**src/rtl/bus_handshake_pkg.sv**
```systemverilog
// Shared state type and counter sizing for the bus handshake master.
// The timeout logic that uses cnt_width is built only with MASTER_TIMEOUT_EN.
package bus_handshake_pkg;

    localparam int DEFAULT_DATA_WIDTH = 32;

    typedef enum logic [1:0] {
        IDLE      = 2'd0,
        SEND      = 2'd1,
        WAIT_RESP = 2'd2
    } state_e;

    // Bits needed to hold the values 0 .. n-1, never fewer than one.
    function automatic int cnt_width(input int n);
        return (n <= 2) ? 1 : $clog2(n);
    endfunction

endpackage

```
**src/rtl/hs_resp_timer.sv**
```systemverilog
// Response window timer and retry counter for bus_handshake_master.
// Instantiated only when MASTER_TIMEOUT_EN is defined.
module hs_resp_timer
    import bus_handshake_pkg::*;
#(
    parameter int RESP_TIMEOUT = 16,
    parameter int MAX_RETRY    = 3
) (
    input  logic clk,
    input  logic reset,
    input  logic start,
    input  logic run,
    input  logic retry_inc,
    input  logic retry_clr,
    output logic expire,
    output logic retries_left
);

    localparam int TW = cnt_width(RESP_TIMEOUT);
    localparam int RW = cnt_width(MAX_RETRY + 1);
    localparam logic [TW-1:0] TIMER_LOAD = TW'(RESP_TIMEOUT - 1);
    localparam logic [RW-1:0] RETRY_MAX  = RW'(MAX_RETRY);

    logic [TW-1:0] timer_q, timer_d;
    logic [RW-1:0] retry_q, retry_d;

    // Down-counter loaded on entry to the wait: terminal count is the last cycle of the window.
    always_comb begin
        timer_d = timer_q;
        if (start) begin
            timer_d = TIMER_LOAD;
        end else if (run && (timer_q != '0)) begin
            timer_d = timer_q - TW'(1);
        end

        retry_d = retry_q;
        if (retry_clr) begin
            retry_d = '0;
        end else if (retry_inc) begin
            retry_d = retry_q + RW'(1);
        end
    end

    always_ff @(posedge clk) begin
        if (reset) begin
            timer_q <= '0;
            retry_q <= '0;
        end else begin
            timer_q <= timer_d;
            retry_q <= retry_d;
        end
    end

    assign expire       = run && (timer_q == '0);
    assign retries_left = (retry_q < RETRY_MAX);

endmodule

```
**src/rtl/bus_handshake_master.sv**
```systemverilog
// Bus handshake master: sends each new source word with valid/ready, then waits for a response.
// Define MASTER_TIMEOUT_EN to add response timeout, retransmission and the sticky fail flag.
module bus_handshake_master
    import bus_handshake_pkg::*;
#(
    parameter int DATA_WIDTH   = DEFAULT_DATA_WIDTH,
    parameter int RESP_TIMEOUT = 16,
    parameter int MAX_RETRY    = 3
) (
    input  logic                  clk,
    input  logic                  reset,
    input  logic [DATA_WIDTH-1:0] data,
    input  logic                  ready,
    input  logic                  response,
    output logic [DATA_WIDTH-1:0] dout,
    output logic                  valid,
    output logic                  busy,
    output logic                  fail
);

    // state     | meaning
    // IDLE      | waiting for data to differ from the last committed word
    // SEND      | valid high, dout held until the slave takes it with ready
    // WAIT_RESP | word accepted, waiting for the slave response pulse

    if (RESP_TIMEOUT < 1 || MAX_RETRY < 0) begin : g_cfg_check
        $error("bus_handshake_master: RESP_TIMEOUT must be >= 1 and MAX_RETRY >= 0");
    end

    state_e                state_q, state_d;
    logic [DATA_WIDTH-1:0] dout_q, dout_d;
    logic [DATA_WIDTH-1:0] last_sent_q, last_sent_d;
    logic                  valid_q, valid_d;
    logic                  busy_q, busy_d;
    logic                  fail_q, fail_d;

`ifdef MASTER_TIMEOUT_EN
    logic timer_start, in_wait, expire, retries_left, retry_inc, retry_clr;

    assign in_wait = (state_q == WAIT_RESP);

    hs_resp_timer #(
        .RESP_TIMEOUT (RESP_TIMEOUT),
        .MAX_RETRY    (MAX_RETRY)
    ) u_resp_timer (
        .clk          (clk),
        .reset        (reset),
        .start        (timer_start),
        .run          (in_wait),
        .retry_inc    (retry_inc),
        .retry_clr    (retry_clr),
        .expire       (expire),
        .retries_left (retries_left)
    );
`endif

    always_comb begin
        state_d     = state_q;
        dout_d      = dout_q;
        valid_d     = valid_q;
        fail_d      = fail_q;
        last_sent_d = last_sent_q;
`ifdef MASTER_TIMEOUT_EN
        timer_start = 1'b0;
        retry_inc   = 1'b0;
        retry_clr   = 1'b0;
`endif
        unique case (state_q)
            IDLE: begin
                if (data != last_sent_q) begin
                    dout_d  = data;
                    valid_d = 1'b1;
                    state_d = SEND;
                end
            end
            SEND: begin
                if (ready) begin
                    valid_d = 1'b0;
                    state_d = WAIT_RESP;
`ifdef MASTER_TIMEOUT_EN
                    timer_start = 1'b1;
`endif
                end
            end
            WAIT_RESP: begin
                // A response on the timeout edge still counts as success.
                if (response) begin
                    last_sent_d = dout_q;
                    fail_d      = 1'b0;
                    state_d     = IDLE;
`ifdef MASTER_TIMEOUT_EN
                    retry_clr   = 1'b1;
                end else if (expire) begin
                    if (retries_left) begin
                        retry_inc = 1'b1;
                        valid_d   = 1'b1;
                        state_d   = SEND;
                    end else begin
                        fail_d      = 1'b1;
                        last_sent_d = dout_q;
                        retry_clr   = 1'b1;
                        state_d     = IDLE;
                    end
`endif
                end
            end
            default: state_d = IDLE;
        endcase
        busy_d = (state_d != IDLE);
    end

    always_ff @(posedge clk) begin
        if (reset) begin
            state_q     <= IDLE;
            dout_q      <= '0;
            last_sent_q <= '0;
            valid_q     <= 1'b0;
            busy_q      <= 1'b0;
            fail_q      <= 1'b0;
        end else begin
            state_q     <= state_d;
            dout_q      <= dout_d;
            last_sent_q <= last_sent_d;
            valid_q     <= valid_d;
            busy_q      <= busy_d;
            fail_q      <= fail_d;
        end
    end

    assign dout  = dout_q;
    assign valid = valid_q;
    assign busy  = busy_q;
    assign fail  = fail_q;

endmodule

```
**config.mk**
```make
export PLATFORM = sky130hd
export DESIGN_NAME = bus_handshake_master
export DESIGN_NICKNAME = d
export VERILOG_FILES = /design/src/rtl/bus_handshake_pkg.sv /design/src/rtl/hs_resp_timer.sv /design/src/rtl/bus_handshake_master.sv
export SDC_FILE = /design/constraint.sdc
export NUM_CORES = 1
export LEC_CHECK = 0
export CORE_MARGIN = 5
export CORE_UTILIZATION = 35
export DETAILED_ROUTE_END_ITERATION = 7
export GPL_TIMING_DRIVEN = 0
export RECOVER_POWER = 25
export SYNTH_ARGS = -nofsm -noshare
export SYNTH_HDL_FRONTEND = slang
export SYNTH_HIERARCHICAL = 1
export SYNTH_SLANG_ARGS = --single-unit
```
**constraint.sdc**
```tcl
create_clock -name clk -period 1.9 [get_ports clk]
set_clock_uncertainty 0.1 [all_clocks]
set_input_delay 0.285 -clock clk [delete_from_list [all_inputs] [get_ports clk]]
set_output_delay 0.285 -clock clk [all_outputs]
set_load 0.03 [all_outputs]
```
==> metrics.md, run 1 <==
| Metric | Value |
|---|---|
| Setup TNS | -4.31 ps |
| I/O pin count | between 70 and 80 |
| Synthesized cell area | between 0.003 and 0.004 mm^2 |
| Final core utilization | approximately half |
| CP arrival | roughly 2000 ps |
| Final Hold Vio Count | 0 |
| Seq/Total Area, Yosys | approximately 44% |
| Worst reg2reg startpoint | last_sent_q[6] |
| Syn_area_per_cell | 9.04 um^2 |
| Largest net degree at the start of global routing | 12 |
| Syn Nets | 375 |
| R2R Setup Slk | -4 ps |
| Overall power | 3.51 mW |
| Asr flop ratio synth | 0% |
| P_int | 2.53 mW |
| Worst Path Max Fanout | 7 |
| Worst R2R Path Depth | 7 |
| Die width | just over 100 um |
| Failing checks | negative setup slack |
| Post-Syn Instances | around 340 |
| Clock share of power | 34.7% |
| Crit path time final | approximately 1900 ps |
| CP required | just over 2000 ps |
| Reg clk slew, reported paths | around 80 ps |
| Leading area contributor after synthesis | dfxtp_1 |
| Routed via count | 2507 |
| Starting DRC count in detailed routing | 58 |
| Cell at the slowest stage of the critical path | clkdlybuf4s50_1 |
| # setup viols final | 1 |
| Comb pwr share | approximately 20% |
| Post-synth EDFFs | 0 |
| Initial antenna violation count | 0 |
| Yosys warning count | 6 |
| Met2 GRT Util | between 20% and 30% |
| WL/cell | 14.8 um |
| Num CTS Buffers | 9 |
| Power density cells | around 830 mW/mm^2 |
| Area share of the leading cell type in the synthesized netlist | ~44% |
| Worst Hold Path EP | dout[6] |
| Worst VDD drop | ~0.4 mV |
| # placed instances | about 520 |
| Hold_buf cts | 0 |
| Crit. End Element | register |
| Synth area leaders | dfxtp_1 (44%), nand2b_1 (13%), mux2i_1 (10%) |
| Global-route wire length before repair | ~13000 um |
| First-pass DRT Iterations | 4 |
| Met1 usage | 19.4% |
| Core ar. | between 0.008 and 0.009 mm^2 |
| Routed Wire Length | between 7000 and 8000 um |
| # rows | 34 |
| GR Layer Usage met3 | 3.11% |
| Max Root-Sink Buffers | 2 |
| Fmax | ~530 MHz |
| Die height | approximately 100 um |
| Crit path cell chain | clkdlybuf4s50_1 > xnor2_1 > nand4_1 > nor4_4 > a311oi_4 > buf_12 > buf_8 > mux2i_2 |
| Post-DP HPWL | between 5000 and 6000 um |
| Setup Crit Path Kind | input pin to register |
| Crit path largest cell delay | 510 ps |
| Top FF cell, synth | dfxtp_1 |
| Ratio of cells with drive above 1 in the final layout | 9.79% |
| CTS tree | built |
| Status | finished, violations left |
| Initial Utilization | 35.5% |
| Post-synth cell types | 22 |
| Post-Layout Cell Count | 537 |
| GRT overflow | 0 |
| Vias in the first global route | around 2500 |
| R2R Path End | dout[26] |
| IO Port Bufs | just under 70 |
| #FFs+latches synth | between 60 and 70 |
| Sw Pwr | roughly 1 mW |
| Worst Hold Class | input pin to register |
| Total global-route track usage | between 10% and 20% |
| Setup ws final | -4.31 ps |
| Most frequent cells in the layout | nand2_1 (65), nand2b_1 (64), dfxtp_1 (63) |
| RSZ-0062 raised after global routing | true |
| Max-slew violations | 0 |
| Residual DRC | 0 |
| Clk_lat worst skew | between 300 and 400 ps |
| Hold_sp | data[6] |
| Leakage | about 1.6 nW |
| Post-route ant nets | 0 |
| Die Area | about 0.011 mm^2 |
| CTS H-tree lvls | 3 |
| GP Congestion | between 0.7 and 0.8 |
| Commonest non-fill, non-tap cell in the layout | nand2_1 |
| Switching share of power | ~28% |
| Root buf cell | clkbuf_8 |
| Worst Hold Depth | 3 |
| Max cap viols | 0 |
| Worst hold margin | approximately 180 ps |
| CP Launch Type | input pin |
| Area grow syn2layout | 37.1% |
| Grt peak-use layer | met2 |
| Nets | 460 |
| ANT cells | 0 |
| Clock sink total | 68 |
| Post-route clock period utilization | 100% |
| Vias per std cell | between 4 and 5 |
| Sequential Power Share | ~45% |
-- cell usage after synthesis (2+ instances only) --
| master | n |
|---|---|
| a21oi_1 | 35 |
| buf_6 | 3 |
| clkbuf_1 | 18 |
| dfxtp_1 | 68 |
| mux2i_1 | 32 |
| nand2_1 | 65 |
| nand2b_1 | 64 |
| nand3b_1 | 2 |
| nand4_1 | 8 |
| xnor2_1 | 32 |
-- stage by stage --
stage | setup slack (ps) | cell area, um^2
floorplan | 276 | 3070
global route | -92.2 | 4200
global placement | -421 | 3880
finish | -4.31 | 4200
CTS | -22.0 | 4180
detailed placement | -442 | 3880
-- critical path: cells and delay by family --
| family | cells | cell delay (ps) |
|---|---|---|
| AO/OA/AOI/OAI | 1 | 160 |
| XOR/XNOR | 1 | 140 |
| buffers and inverters | 3 | 820 |
| multiplexers | 1 | 150 |
| AND/OR/NAND/NOR | 2 | 470 |
-- kinds of logic (layout without fill, tap and decap cells) --
group           count (synthesis)  in the layout  synth area share (%)
simple gates                  146            146                  25.2
flops                          68             68                  44.4
compound gates                 38             38                  7.14
xor+xnor                       32             32                  9.14
mux                            32             32                  10.4
buf+inv                        22            112                  3.55
other cells                     1              1                 0.122
-- area by class of cell --
cell class,instances,area (um^2)
plain buffers,22,115
clock buffers,12,155
clock inverters,4,47.5
fillers,844,4430
multi-input cells,249,1640
flip-flops and latches,68,1370
well taps,108,135
repair buffers,74,746
-- sequential cells by signal (all words and copies together) (netlist names) --
| name | flops |
|---|---|
| dout | 32 |
| state_q | 2 |
| valid | 1 |
| busy | 1 |
| last_sent_q | 32 |
-- routing by layer --
metal / routed length, um / vias up
li1: - / 1267
met1: 3780 / 1181
met2: 3790 / 54
met3: 308 / 5
met4: 93 / 0
met5: 0 / -
-- how the worst max path moves through the flow --
stage               end  slack (ps)            start  cells past startpoint
4_1_cts        dout[26]         -20  last_sent_q[11]                      7
3_3_place_gp   dout[21]        -420          data[6]                      7
5_1_grt        dout[26]         -90  last_sent_q[24]                      7
3_5_place_dp   dout[26]        -440          data[6]                      7
2_1_floorplan   dout[0]         280   last_sent_q[6]                      6
6_report       dout[26]          -4         data[21]                      8
-- power by group through the flow --
| stage | sequential [mW] | clock, mW | combinational [mW] |
|---|---|---|---|
| detailed placement | 1.60 | 0 | 0.680 |
| finish | 1.57 | 1.22 | 0.721 |
| global route | 1.58 | 1.30 | 0.767 |
| floorplan | 1.72 | 0 | 0.260 |
| global placement | 1.60 | 0 | 0.675 |
| CTS | 1.57 | 1.24 | 0.734 |
-- repair_timing --
| action | 4_1_cts | 5_1_grt |
|---|---|---|
| endpoints found under the setup margin | 30 | 41 |
| setup buffers | 4 | 0 |
| gates resized for setup | 23 | 14 |
| hold endpoints to repair | 0 | 0 |
| pin swaps | 9 | 9 |
| cloned | 3 | 0 |
Power figures use the tool's default switching activity.
==> inputs of run 2 (changes only) <==
--- a/config.mk
+++ b/config.mk
@@ -5,6 +5,8 @@
 export SDC_FILE = /design/constraint.sdc
 export NUM_CORES = 1
 export LEC_CHECK = 0
+export CAP_MARGIN = 5
+export CORE_ASPECT_RATIO = 1.1
 export CORE_MARGIN = 5
 export CORE_UTILIZATION = 35
 export DETAILED_ROUTE_END_ITERATION = 7
==> constraint.sdc (replaced) <==
create_clock -name clk -period 1.9 [get_ports clk]
set_clock_uncertainty 0.1 [all_clocks]
set_input_delay 0.285 -clock clk [delete_from_list [all_inputs] [get_ports clk]]
set_output_delay 0.285 -clock clk [all_outputs]
set_load 0.005 [all_outputs]
==> run 2 against run 1 <==
The run still ends with negative setup slack left. Global-route usage is 0.53 points higher. Combinational power down 20%. Sequential cell count did not move. Final area is 0.33% higher. Wire length is 1.6% lower. Cell count grew 0.56%. Maximum frequency is essentially flat. Sequential power about the same. Setup slack better by 1.4 ps. Clock power increased by 7%. Largest cell class unchanged.
==> metrics.md, run 2 (same netlist as run 1, synthesis figures left out) <==
| Metric | Value |
|---|---|
| Status | finished, violations left |
| Failing checks | negative setup slack |
| Reg clk slew, reported paths | 80 ps |
| Ratio of cells with drive above 1 in the final layout | 9.32% |
| Worst VDD drop | about 0.36 mV |
| # setup viols final | 1 |
| Cell at the slowest stage of the critical path | nor4_4 |
| Setup Crit Path Kind | register to register |
| ANT cells | 0 |
| FF/Latch Area | around 0.0014 mm^2 |
| Post-DP HPWL | 5630 um |
| Residual DRC | 0 |
| Global-route wire length before repair | roughly 13000 um |
| Die width | a little under 100 um |
| Total global-route track usage | between 10% and 20% |
| Root buf cell | clkbuf_8 |
| CP Launch Type | register |
| Vias per std cell | 4.58 |
| Area grow syn2layout | 37.6% |
| Power density cells | 816 mW/mm^2 |
| RSZ-0062 raised after global routing | true |
| Leakage | 1.64 nW |
| Initial Utilization | roughly 36% |
| Routed Wire Length | between 7000 and 8000 um |
| Layout fillers | slightly above 800 |
| Max Root-Sink Buffers | 2 |
| # rows | 35 |
| Num CTS Buffers | 9 |
| Clk_lat worst skew | between 300 and 400 ps |
| Sw Pwr | ~0.86 mW |
| Initial antenna violation count | 0 |
| Largest net degree at the start of global routing | 13 |
| I/O pin count | just over 70 |
| Overall power | about 3.4 mW |
| Comb pwr share | approximately 17% |
| Core ar. | approximately 0.0085 mm^2 |
| GRT overflow | 0 |
| IO Port Bufs | 68 |
| Crit. End Element | register |
| Sequential Power Share | approximately 46% |
| Switching share of power | between 20 and 30% |
| Die height | 108 um |
| Nets | between 400 and 500 |
| Measured slew at the worst slew-check pin | ~510 ps |
| GP Congestion | approximately 0.75 |
| Relative slew slack | between 60% and 70% |
| Max cap viols | 0 |
| CP bufs+invs | 2 |
| Crit path largest cell delay | approximately 410 ps |
| Post-route clock period utilization | 100% |
| CP arrival | a little over 2000 ps |
| Multi-input gate area | between 0.0015 and 0.002 mm^2 |
| First-pass DRT Iterations | 4 |
| Crit path time final | roughly 1900 ps |
| CTS H-tree lvls | 3 |
| Clock sink total | around 70 |
| CP required | ~2000 ps |
| CTS tree | built |
| # placed instances | 518 |
| Starting DRC count in detailed routing | 63 |
| Worst Hold Class | input pin to register |
| WL/cell | between 10 and 15 um |
| Max-slew violations | 0 |
| Crit path cell chain | xnor2_2 > nand4_1 > nor4_4 > a311oi_4 > buf_12 > buf_8 > mux2i_2 |
| Final Hold Vio Count | 0 |
| Placed cell area | approximately 0.0039 mm^2 |
| Most frequent cells in the layout | nand2_1 (65), dfxtp_1 (65), nand2b_1 (64) |
| Die Area | about 0.011 mm^2 |
| P_int | between 2 and 3 mW |
| Post-route cell area | 0.00422 mm^2 |
| Clock share of power | between 30% and 40% |
| Worst hold margin | 172 ps |
| Top delay family on crit path | simple AND/OR/NAND/NOR gates |
| Vias in the first global route | roughly 2500 |
| Post-route ant nets | 0 |
| Setup TNS | -2.92 ps |
| Post-Layout Cell Count | 540 |
| Fmax | between 500 and 600 MHz |
| Setup ws final | -2.92 ps |
| Routed via count | between 2000 and 2500 |
| Worst Path Max Fanout | 7 |
## run 2: timing repair
action / 4_1_cts / 5_1_grt
pin swaps: 12 / 8
cloned: 3 / 0
setup buffers: 4 / 0
hold buffers: 0 / 0
resized for setup: 25 / 14
endpoints found under the setup margin: 30 / 37
## run 2: worst paths after layout
| path | start | endpoint | slack [ps] | cells past startpoint |
|---|---|---|---|---|
| max | last_sent_q[14] | dout[6] | -3 | 7 |
| min | data[16] | dout[16] | 170 | 3 |
| max reg2reg | last_sent_q[14] | dout[6] | -3 | 7 |
| min reg2reg | valid | valid | 350 | 2 |
## run 2: per-stage QoR
step                      utilization, %  worst slack (ps)
after floorplan                        -               276
after global placement              46.0              -440
after detailed placement            46.0              -460
after CTS                           49.5             -40.2
after global routing                49.9             -44.7
final                               49.9             -2.92
## run 2: final cells by class
cell class,instances,area share (%)
buffer,22,2.79
clock buffer,9,2.94
clock inverter,7,2.17
tap,111,3.29
multi-input combinational,249,38.8
sequential,68,32.4
timing repair buffer,74,17.6
## run 2: metal layers
layer  vias to the layer above  wire length, um  GRT usage, %
met3                         5              261          2.71
li1                       1278                -             -
met5                         -                0             0
met1                      1141             3790          19.7
met4                         0               86          6.15
met2                        49             3700          24.8
## run 2: power by group through the flow
stage,Sequential (mW),Combinational (mW),Clock (mW)
3_5_place_dp,1.60,0.549,0
2_1_floorplan,1.59,0.258,0
4_1_cts,1.57,0.597,1.33
5_1_grt,1.58,0.623,1.40
3_3_place_gp,1.60,0.547,0
6_report,1.57,0.576,1.30
## run 2: tightest hold or removal path, delay by kind of cell
kind | cells | cell delay (ps)
buffers and inverters | 1 | 140
multiplexers | 1 | 60
AND/OR/NAND/NOR | 1 | 70
==> inputs of run 3 (changes only) <==
--- a/config.mk
+++ b/config.mk
@@ -12,6 +12,7 @@
 export DETAILED_ROUTE_END_ITERATION = 7
 export GPL_TIMING_DRIVEN = 0
 export RECOVER_POWER = 25
+export SETUP_SLACK_MARGIN = 0.2
 export SYNTH_ARGS = -nofsm -noshare
 export SYNTH_HDL_FRONTEND = slang
 export SYNTH_HIERARCHICAL = 1
==> run 3 against run 2 <==
The run now ends clean. Power up 0.40%. Setup slack improved by 15 ps. Register-to-register slack is essentially flat. Core utilization is 0.38 points higher. Wire length is 0.56% higher. Sequential power is essentially flat. Non-clock buffer count up 2. Maximum frequency grew 0.77%. Count of clock-buffer cells in the layout stayed put. Combinational power grew 2%. Global-route usage stayed put. Sequential share of layout area is 0.25 points lower. Critical endpoint unchanged. Largest power group unchanged. Highest routed layer unchanged.
==> metrics.md, run 3 (same netlist as run 1, synthesis figures left out) <==
| Metric | Value |
|---|---|
| Status | finished, final reports clean |
| R2R Path End | dout[6] |
| Routed Wire Length | 7880 um |
| Clk_lat worst skew | ~340 ps |
| Core ar. | between 0.008 and 0.009 mm^2 |
| CP required | between 2000 and 2500 ps |
| CTS tree | built |
| R2R Setup Slk | approximately 12 ps |
| Relative slew slack | around two thirds |
| Post-Layout Cell Count | approximately 540 |
| Hold_buf cts | 0 |
| CP arrival | just over 2000 ps |
| Worst VDD drop | around 0.37 mV |
| Clock share of power | a little under two fifths |
| CP Launch Type | register |
| Hold_sp | data[16] |
| IO Port Bufs | slightly below 70 |
| GRT overflow | 0 |
| Grt peak-use layer | met2 |
| Max-slew violations | 0 |
| Die width | 99.2 um |
| # placed instances | between 500 and 600 |
| Vias in the first global route | about 2500 |
| Final Hold Vio Count | 0 |
| Measured slew at the worst slew-check pin | approximately 510 ps |
| Worst Hold Class | input pin to register |
| # setup viols final | 0 |
| Clock sink total | 68 |
| Post-route cell area | between 0.004 and 0.005 mm^2 |
| RSZ-0062 raised after global routing | true |
| Switching share of power | 25.2% |
| Num CTS Buffers | 9 |
| I/O pin count | 71 |
| ANT cells | 0 |
| Power density cells | slightly above 800 mW/mm^2 |
| First-pass DRT Iterations | 4 |
| Max cap viols | 0 |
| Vias per std cell | between 4 and 5 |
| Routed via count | 2477 |
| Worst Hold Depth | 3 |
| P_int | 2.58 mW |
| Reg clk slew, reported paths | ~80 ps |
| Ratio of cells with drive above 1 in the final layout | 11.4% |
| Leakage | 1.66 nW |
| Area grow syn2layout | 38.6% |
| Largest net degree at the start of global routing | 13 |
| Post-DP HPWL | 5630 um |
| Worst Hold Path EP | dout[16] |
| Initial Utilization | ~36% |
| Max Root-Sink Buffers | 2 |
| Crit path time final | around 1900 ps |
| Placed cell area | slightly below 0.004 mm^2 |
| Worst reg2reg startpoint | last_sent_q[14] |
| Met2 GRT Util | between 20 and 25% |
| GP Congestion | between 0.7 and 0.8 |
| Die Area | about 0.011 mm^2 |
| CTS H-tree lvls | 3 |
| Worst hold margin | 170 ps |
| Met1 usage | between 10% and 20% |
| Starting DRC count in detailed routing | 64 |
| # rows | 35 |
| Initial antenna violation count | 0 |
| Crit. End Element | register |
| Worst R2R Path Depth | 7 |
| GR Layer Usage met3 | approximately 2.7% |
| Sequential Power Share | 45.3% |
| Worst Path Max Fanout | 7 |
| Setup Crit Path Kind | register to register |
| Post-route ant nets | 0 |
| Setup TNS | 0 ps |
| Comb pwr share | approximately 17% |
| Residual DRC | 0 |
| Nets | roughly 460 |
| Fmax | approximately 530 MHz |
| Post-route clock period utilization | a little under 100% |
| Total global-route track usage | ~15% |
| Die height | approximately 110 um |
| Sw Pwr | slightly below 0.9 mW |
| Root buf cell | clkbuf_8 |
| WL/cell | about 15 um |
| Global-route wire length before repair | 12600 um |
| Most frequent cells in the layout | nand2_1 (65), dfxtp_1 (65), nand2b_1 (64) |
## run 3: changes by cell type in the layout (fill, tap and decap cells not counted)
cell	change
clkbuf_1	-5
clkbuf_2	+4
a21oi_1	-2
a21oi_2	+2
buf_2	+1
buf_4	+1
buf_6	+1
clkdlybuf4s50_1	+1
dlygate4sd3_1	-1
## run 3: repair_timing
item                       4_1_cts  5_1_grt
gates resized for setup         28       21
pin swaps                       12        9
setup buffers                    4        1
setup endpoints to repair       49       45
cloned                           3        0
hold endpoints to repair         0        0
## run 3: power groups by stage
stage | logic (mW) | clock network (mW) | registers (mW)
final | 0.587 | 1.30 | 1.57
after global routing | 0.634 | 1.40 | 1.58
after CTS | 0.598 | 1.33 | 1.57
after detailed placement | 0.549 | 0 | 1.60
after global placement | 0.547 | 0 | 1.60
after floorplan | 0.258 | 0 | 1.59
## run 3: metal layers
| layer | vias up | wire, um |
|---|---|---|
| li1 | 1282 | - |
| met1 | 1140 | 3760 |
| met2 | 49 | 3760 |
| met3 | 6 | 289 |
| met4 | 0 | 76 |
| met5 | - | 0 |
## run 3: stage by stage
| step | setup slack [ps] | power [mW] | util (%) |
|---|---|---|---|
| floorplan | 276 | 1.85 | - |
| global placement | -440 | 2.15 | 46.0 |
| detailed placement | -460 | 2.15 | 46.0 |
| CTS | -40.2 | 3.49 | 49.6 |
| global route | -52.1 | 3.61 | 50.3 |
| finish | 11.7 | 3.46 | 50.3 |
## run 3: critical path, stage by stage (launching register included)
cell      delay, ps
dfxtp_2         330
xnor2_2         160
nand4_1         200
nor4_4          400
a311oi_4        150
buf_12          170
buf_8           130
mux2i_2         140
## run 3: final cells by class
class | count | area (um^2)
plain buffers | 22 | 124
clock buffers | 9 | 124
clock inverters | 7 | 91.3
fillers | 813 | 4200
multi-input cells | 249 | 1640
flip-flops and latches | 68 | 1370
well taps | 111 | 139
repair buffers | 76 | 762
## run 3: worst max-delay path by stage
stage                     from       end  cells after the start
3_5_place_dp          data[14]  dout[18]                      7
6_report       last_sent_q[14]   dout[6]                      7
3_3_place_gp          data[31]  dout[13]                      7
5_1_grt         last_sent_q[7]   dout[6]                      7
4_1_cts        last_sent_q[24]  dout[18]                      7
2_1_floorplan   last_sent_q[6]   dout[0]                      6
